--- config.mk ---
export PLATFORM = sky130hd
export DESIGN_NAME = uart_rx_flat
export DESIGN_NICKNAME = d
export VERILOG_FILES = /design/src/rtl/uart_rx_if.sv /design/src/rtl/uart_rx.sv /design/src/flat_wrapper.sv
export SDC_FILE = /design/constraint.sdc
export NUM_CORES = 1
export LEC_CHECK = 0
export BUFFER_PORTS_ARGS = -buffer_cell sky130_fd_sc_hd__buf_2
export CORE_MARGIN = 1
export CORE_UTILIZATION = 47
export DETAILED_ROUTE_END_ITERATION = 10
export HOLD_SLACK_MARGIN = 0.05
export PLACE_DENSITY_LB_ADDON = 0.1
export RECOVER_POWER = 50
export SLEW_MARGIN = 0
export SYNTH_ARGS = -nofsm -noshare
export SYNTH_HDL_FRONTEND = slang
export SYNTH_SLANG_ARGS = --single-unit
--- constraint.sdc ---
create_clock -name clk -period 4.3 [get_ports clk]
set_input_delay 1.29 -clock clk [delete_from_list [all_inputs] [get_ports clk]]
set_output_delay 1.29 -clock clk [all_outputs]
set_load 0.01 [all_outputs]
--- src/rtl/uart_rx_if.sv ---
// Byte-side and line-side signals of the 8N1 receiver.
// master is the receiver itself; slave is the pin driver / byte consumer.
interface uart_rx_if;
  logic       rx;
  logic [7:0] data;
  logic       data_flag;
  logic       frame_err;

  modport master (input rx, output data, output data_flag, output frame_err);
  modport slave  (output rx, input data, input data_flag, input frame_err);
endinterface

--- src/rtl/uart_rx.sv ---
// 8N1 UART receiver: synchronised rx, mid-bit sampling, one-cycle byte and
// framing-error strobes.
//
// state | meaning
// IDLE  | line idle, baud_cnt held at 0, waiting for a falling edge
// START | timing to mid start bit; a high sample there is a glitch
// DATA  | sampling 8 data bits LSB first, one per BAUD_CNT clocks
// STOP  | sampling the stop bit; high -> byte out, low -> frame error
// BREAK | line held low after a bad stop bit; wait for it to go high
module uart_rx #(
  parameter int BAUD    = 9600,
  parameter int CLK_FRE = 50_000_000
) (
  input  logic     clk,
  input  logic     rst_n,
  uart_rx_if.master bus
);

  localparam int BAUD_CNT = CLK_FRE / BAUD;
  localparam int HALF_CNT = BAUD_CNT / 2;
  localparam int CNT_W    = (BAUD_CNT > 1) ? $clog2(BAUD_CNT) : 1;

  typedef enum logic [2:0] {IDLE, START, DATA, STOP, BREAK} state_t;

  state_t           state;
  logic             rx_s1, rx_s2, rx_s3;
  logic [CNT_W-1:0] baud_cnt;
  logic [2:0]       bit_cnt;
  logic [7:0]       shift;
  logic [7:0]       data_q;
  logic             flag_q;
  logic             err_q;

  logic start_edge;
  logic sample;
  logic baud_wrap;

  assign start_edge = rx_s3 & ~rx_s2;
  assign sample     = (baud_cnt == CNT_W'(HALF_CNT - 1));
  assign baud_wrap  = (baud_cnt == CNT_W'(BAUD_CNT - 1));

  assign bus.data      = data_q;
  assign bus.data_flag = flag_q;
  assign bus.frame_err = err_q;

  // Reset to idle level so releasing reset never looks like a start edge.
  always_ff @(posedge clk or negedge rst_n) begin
    if (!rst_n) begin
      rx_s1 <= 1'b1;
      rx_s2 <= 1'b1;
      rx_s3 <= 1'b1;
    end else begin
      rx_s1 <= bus.rx;
      rx_s2 <= rx_s1;
      rx_s3 <= rx_s2;
    end
  end

  always_ff @(posedge clk or negedge rst_n) begin
    if (!rst_n) begin
      state    <= IDLE;
      baud_cnt <= '0;
      bit_cnt  <= 3'd0;
      shift    <= 8'h00;
      data_q   <= 8'h00;
      flag_q   <= 1'b0;
      err_q    <= 1'b0;
    end else begin
      flag_q <= 1'b0;
      err_q  <= 1'b0;

      if (state == IDLE || baud_wrap)
        baud_cnt <= '0;
      else
        baud_cnt <= baud_cnt + CNT_W'(1);

      case (state)
        IDLE: begin
          bit_cnt <= 3'd0;
          if (start_edge)
            state <= START;
        end
        START: begin
          if (sample)
            state <= rx_s2 ? IDLE : DATA;
        end
        DATA: begin
          if (sample) begin
            shift[bit_cnt] <= rx_s2;
            bit_cnt        <= bit_cnt + 3'd1;
            if (bit_cnt == 3'd7)
              state <= STOP;
          end
        end
        // Leaving at mid stop bit leaves half a bit to catch a back-to-back start.
        STOP: begin
          if (sample) begin
            if (rx_s2) begin
              data_q <= shift;
              flag_q <= 1'b1;
              state  <= IDLE;
            end else begin
              err_q <= 1'b1;
              state <= BREAK;
            end
          end
        end
        BREAK: begin
          if (rx_s2)
            state <= IDLE;
        end
        default: state <= IDLE;
      endcase
    end
  end

endmodule

--- src/flat_wrapper.sv ---
// flat-port wrapper written by rule: the top's interface ports become plain ports
module uart_rx_flat 
#(
  parameter int BAUD    = 9600,
  parameter int CLK_FRE = 50_000_000
)
  (clk, rst_n, bus_rx, bus_data, bus_data_flag, bus_frame_err);
  uart_rx_if bus_i ();
  input  logic clk;
  input  logic rst_n;
  input wire logic [$bits(bus_i.rx)-1:0] bus_rx;
  output wire logic [$bits(bus_i.data)-1:0] bus_data;
  output wire logic [$bits(bus_i.data_flag)-1:0] bus_data_flag;
  output wire logic [$bits(bus_i.frame_err)-1:0] bus_frame_err;
  assign bus_i.rx = bus_rx;
  assign bus_data = bus_i.data;
  assign bus_data_flag = bus_i.data_flag;
  assign bus_frame_err = bus_i.frame_err;
  uart_rx #(.BAUD(BAUD), .CLK_FRE(CLK_FRE)) u_core (.clk(clk), .rst_n(rst_n), .bus(bus_i));
endmodule
### After elaboration in Yosys (flattened, before gate mapping)

Index checks and enable logic that the tools add are counted.

| storage, ports and cells | value |
|---|---|
| register bits | 40 |
| logic and storage cells | 58 |

| cells by class | value |
|---|---|
| $add $sub $neg | 2 |
| magnitude comparators | 2 |
| equal/unequal tests | 13 |
| muxes and demuxes | 21 |
| bitwise logic cells | 2 |
| reductions and logical operators | 8 |

Operators with widths:

| kind | count |
|---|---|
| 3-bit 2-to-1 mux | 8 |
| 3-bit one-hot mux with 5 select lines | 1 |
| 13-bit by 1-bit adder with 13-bit output, second input constant | 1 |
| 13-bit by 12-bit == test with 1-bit output, second input constant | 1 |
| 13-bit == test, second input constant | 1 |
| 13-bit 2-to-1 mux | 1 |
| 2-bit by 1-bit != test with 1-bit output, second input constant | 6 |
| 8-bit bitwise mux | 1 |
| 1-bit 2-to-1 mux | 7 |
| 3-bit by 2-bit == test with 1-bit output, second input constant | 2 |
| 3-bit == test, second input constant | 2 |
| 3-bit one-hot mux with 2 select lines | 1 |
| 6-bit AND reduction | 1 |
| 3-bit by 4-bit < comparator with 1-bit output, second input constant | 1 |
| 2-bit AND reduction | 2 |
| 3-bit by 1-bit adder with 3-bit output, second input constant | 1 |
| 1-bit demux with 3-bit select | 1 |
| 3-bit by 1-bit == test with 1-bit output, second input constant | 1 |
| 3-bit by 1-bit >= comparator with 1-bit output, second input constant | 1 |
| 3-bit logical NOT | 1 |
| 3-bit AND reduction | 1 |
| 2-bit 2-to-1 mux | 1 |
| 2-bit nonzero test | 1 |
| 1-bit AND | 1 |
| 3 further kinds | 3 |

### Logic depth before layout (Yosys ltp)

| depth | value |
|---|---|
| depth in word-level cells | 5 |
| depth in mapped cells | 6 |

### Worst setup path before layout

OpenSTA, ideal clock, no wires.

| timing | value |
|---|---|
| path kind | register to register |
| start point | register u_core.baud_cnt[7] |
| end point | register u_core.shift[2] |
| data arrival time | 2178 ps |
| data required time | 4172 ps |
| slack | 1994 ps |
| stages on the path, launching flop included | 6 |
| clock period less this slack | 2306 ps |
| path through | dfrtp_1 or4_4 or4_4 buf_6 nor4_1 mux2_1 |

| between the ends | value |
|---|---|
| cells in the longest elaborated chain, start to end | 2 |

Ends and longest elaborated chain:

| element | line | text |
|---|---|---|
| start: declaration | uart_rx.sv:27 | `logic [CNT_W-1:0] baud_cnt;` |
| start signal: assignment | uart_rx.sv:75 | `baud_cnt <= baud_cnt + CNT_W'(1);` |
| 13-bit by 12-bit == test with 1-bit output | uart_rx.sv:39 | `assign sample = (baud_cnt == CNT_W'(HALF_CNT - 1));` |
| 2-bit AND reduction (no source line) | -- |  |
| end signal: indexed assignment | uart_rx.sv:89 | `shift[bit_cnt] <= rx_s2;` |
| end: declaration | uart_rx.sv:29 | `logic [7:0] shift;` |

No other way between the ends.
A chain may end at the register's enable or synchronous reset.

==> results.md <==
- Sequential cell area fraction in the yosys report: 0.552
- Final critical-path required period: 2.74 ns
- Final antenna diode count: 0
- Final cell count without fillers: approximately 220
- Effective utilization at floorplan: 0.494
- Max-capacitance violation count: 1
- Residual DRC: 0
- Most frequent cell after synthesis: dfrtp_1
- Area taken by flip-flops and latches: 1000 µm²
- Crit path DAT: 2.73 ns
- Critical path data required time: 4.29 ns
- Sink count of the clock tree: 40
- Sequential share of power: 0.537
- Power per Cell Area: ~420 nW/µm²
- Floorplan die area: 4130 µm²
- Gr usage total: 0.188
- Drt via density: 5.64
- Critical Path Start Type: input port
- Netlist area before placement: about 1800 µm²
- Switching part of the total: 0.266
- HPWL after DPL: between 2000 and 2500 µm
- Wire length of the first global-routing pass: about 5800 µm
- Initial antenna violation count: 0
- Worst slew margin relative to its limit: -0.359
- Switching power: 0.000225 W
- Post-synth net total: between 150 and 200
- Largest fanout of any net on the critical path: 40
- Root cell of the clock tree: clkbuf_8
- CTS-repair resized insts: 0
- Clock Tree Buf Depth: 2
- Placement Rows: 22
- Synth async-reset ratio: 1.00
- Critical path start-end classification: in -> async
- Internal cell power: 0.000619 W
- Final period util: 0.638
- Multi-input gate area: 767 µm²
- Proportion of layout cells with a drive suffix above 1: 0.214
- Number of flops mapped to enable cells by yosys: 0
- Largest stage delay on the critical path: about 1.4 ns
- Port Buf Inserts: 12
- Leakage dissipation: 0.927 nW
- Max-slew violation count: 41
- Congestion Overflow GR: 0
- H-tree levels: 2
- Worst vdd rail ir drop: 0.202 mV
- Clk_skew: 0.0103 ns
- Mean instance size in the synthesized netlist: 11.5 µm²
- Number of buffers created by CTS: 5
- Routability cong.: 0.841
- PnR Total Power: 0.000844 W
- Detail-routed net length per standard cell: 14.7 µm
- Combinational fraction of design power: 0.106
- First-pass iteration count of the detailed router: 4
- Primary FF master, synth: dfrtp_1
- Most numerous cell types in the synthesized netlist: dfrtp_1 (37), nor2_1 (17), mux2_2 (12)
- Clock transition at the register clock pins on the worst setup and hold paths after CTS: 0.07 ns
- Clock tree from TritonCTS: built
- Area growth from synthesis to layout: 11.0%
- Synthesized netlist cell count: about 160
- Number of hold-slack violations in the final timing report: 0
- Buffers and inverters on the worst path: 1
- Result of the run: finished, violations left
- Later-pin clock latency in the skew report: a little under 0.3 ns
- Unrepaired setup endpoints after global routing: no
- Cell family with most CP delay: buffers and inverters
- Post-route antenna net violation count: 0
- Post-CTS setup buffer count: 0
- Die height: 64.2 µm
- Via count of the first global-routing pass: approximately 1,300
- Top cells by area in the synthesized netlist: dfrtp_1 (51%), mux2_2 (7.4%), dfstp_2 (4.3%)
- Path type of the worst min-delay path: reg -> reg
- Final #Nets: between 150 and 200
- Violations in the final reports: max-capacitance violations, max-slew violations
- Number of inserted filler cells in the final layout: around 330
- Number of primary I/O pins: 13
- Via count of the routed design: 1,246
- Critical path, cell by cell: clkbuf_1
- Pin slew with the least headroom to its limit: between 2 and 2.5 ns
- Largest area contributor in the netlist: dfrtp_1
- Maximum number of pins on one net before global-route repair: 41
- Maximum clock frequency: 0.365 GHz
- Total routed wirelength: around 3300 µm
- Placed Instances: 213
- Synth Warn #: 0
- Post-cts hold buffer count: 0
- CP max stage cell: clkbuf_1
- Iter 0 DRT Violations: 53
- CORE AREA: around 3700 µm²
- Part of the total power dissipated in the clock network: 0.357
- Number of synthesized register bits: 40
- Fraction of post-synthesis cell area in the top cell type by area: 0.509
- Nature of the critical path endpoint: async pin
- Final number of setup-violating endpoints: 0
- Final-layout setup total negative slack: 0 ns
- Die X-Extent: 64.2 µm
- Yosys cell types: 36
-- final cells by class --
type	instances	area share
well taps	48	0.0297
clock inverters	3	0.0211
inverters	5	0.00929
clock buffers	5	0.0341
repair buffers	12	0.0291
flip-flops and latches	40	0.497
multi-input cells	108	0.380
-- kinds of logic (layout without fill, tap and decap cells) --
family                   Yosys count  after routing  share of synthesized area
buffers and inverters             10             25                     0.0247
multiplexers                      17             17                      0.104
AO/OA/AOI/OAI                     13             13                     0.0488
XOR/XNOR                           9              9                     0.0433
adder cells (fa/ha/maj)            3              3                     0.0206
AND/OR/NAND/NOR                   66             66                      0.206
flip-flops                        40             40                      0.552
-- registers in the layout, indices dropped and copies added (netlist names) --
name	cells
u_core.bus.data	8
u_core.rx_s3	1
u_core.baud_cnt	13
u_core.state	3
u_core.rx_s1	1
u_core.bus.data_flag	1
u_core.rx_s2	1
u_core.bus.frame_err	1
u_core.shift	8
u_core.bit_cnt	3
-- layer usage --
layer  vias to the layer above  part of all wire  track usage
li1                        600                 -            -
met1                       631              0.44        0.211
met2                        10              0.52        0.336
met3                         5             0.025       0.0536
met4                         0             0.016       0.0667
met5                         -                 0            0
-- power groups by stage --
stage	Combinational [W]	Clock (W)	Sequential, W
6_report	0.0000894	0.000301	0.000453
5_1_grt	0.000105	0.000326	0.000461
4_1_cts	0.0000963	0.000310	0.000454
3_5_place_dp	0.0000952	0	0.000461
3_3_place_gp	0.0000925	0	0.000458
2_1_floorplan	0.0000747	0	0.000449
-- worst paths after layout --
| kind | end | slack (ns) | cells after the start | from |
|---|---|---|---|---|
| max in group clk | u_core.bus.data[5] | 1.82 | 4 | u_core.baud_cnt[7] |
| max reg2reg | u_core.bus.data[5] | 1.82 | 4 | u_core.baud_cnt[7] |
| min reg2reg | u_core.rx_s2 | 0.36 | 0 | u_core.rx_s1 |
| max | u_core.baud_cnt[7] | 1.56 | 1 | rst_n |
| min | u_core.rx_s2 | 0.36 | 0 | u_core.rx_s1 |
| min in group asynchronous | u_core.bit_cnt[0] | 1.58 | 1 | rst_n |
-- worst reg2reg max path: cells and delay by family, from the launching register on --
kind / cells / cell delay [ns]
flip-flops: 1 / 0.45
AND/OR/NAND/NOR: 3 / 1.54
multiplexers: 1 / 0.38
-- layout by cell type, fill, tap and decap left out, drive strengths merged, types with 5 or more instances in the layout --
cell type	netlist	layout
clkbuf	4	6
nor3	7	7
xnor2	6	6
dfrtp	37	37
nor4	8	8
mux2	16	16
nand2	8	8
buf	1	11
nand4	5	5
inv	5	5
nor2	17	17
-- metrics by stage --
| stage | instance area, µm² | worst slack, ns | hold WS (ns) | utilization |
|---|---|---|---|---|
| floorplan | 1820 | 1.99 | 0.345 | - |
| global placement | 1910 | 1.91 | 0.347 | 0.519 |
| detailed placement | 1910 | 1.87 | 0.350 | 0.519 |
| CTS | 2030 | 1.86 | 0.361 | 0.549 |
| global route | 2020 | 1.08 | 0.374 | 0.548 |
| finish | 2020 | 1.56 | 0.364 | 0.548 |
(Power assumes the default switching activity.)
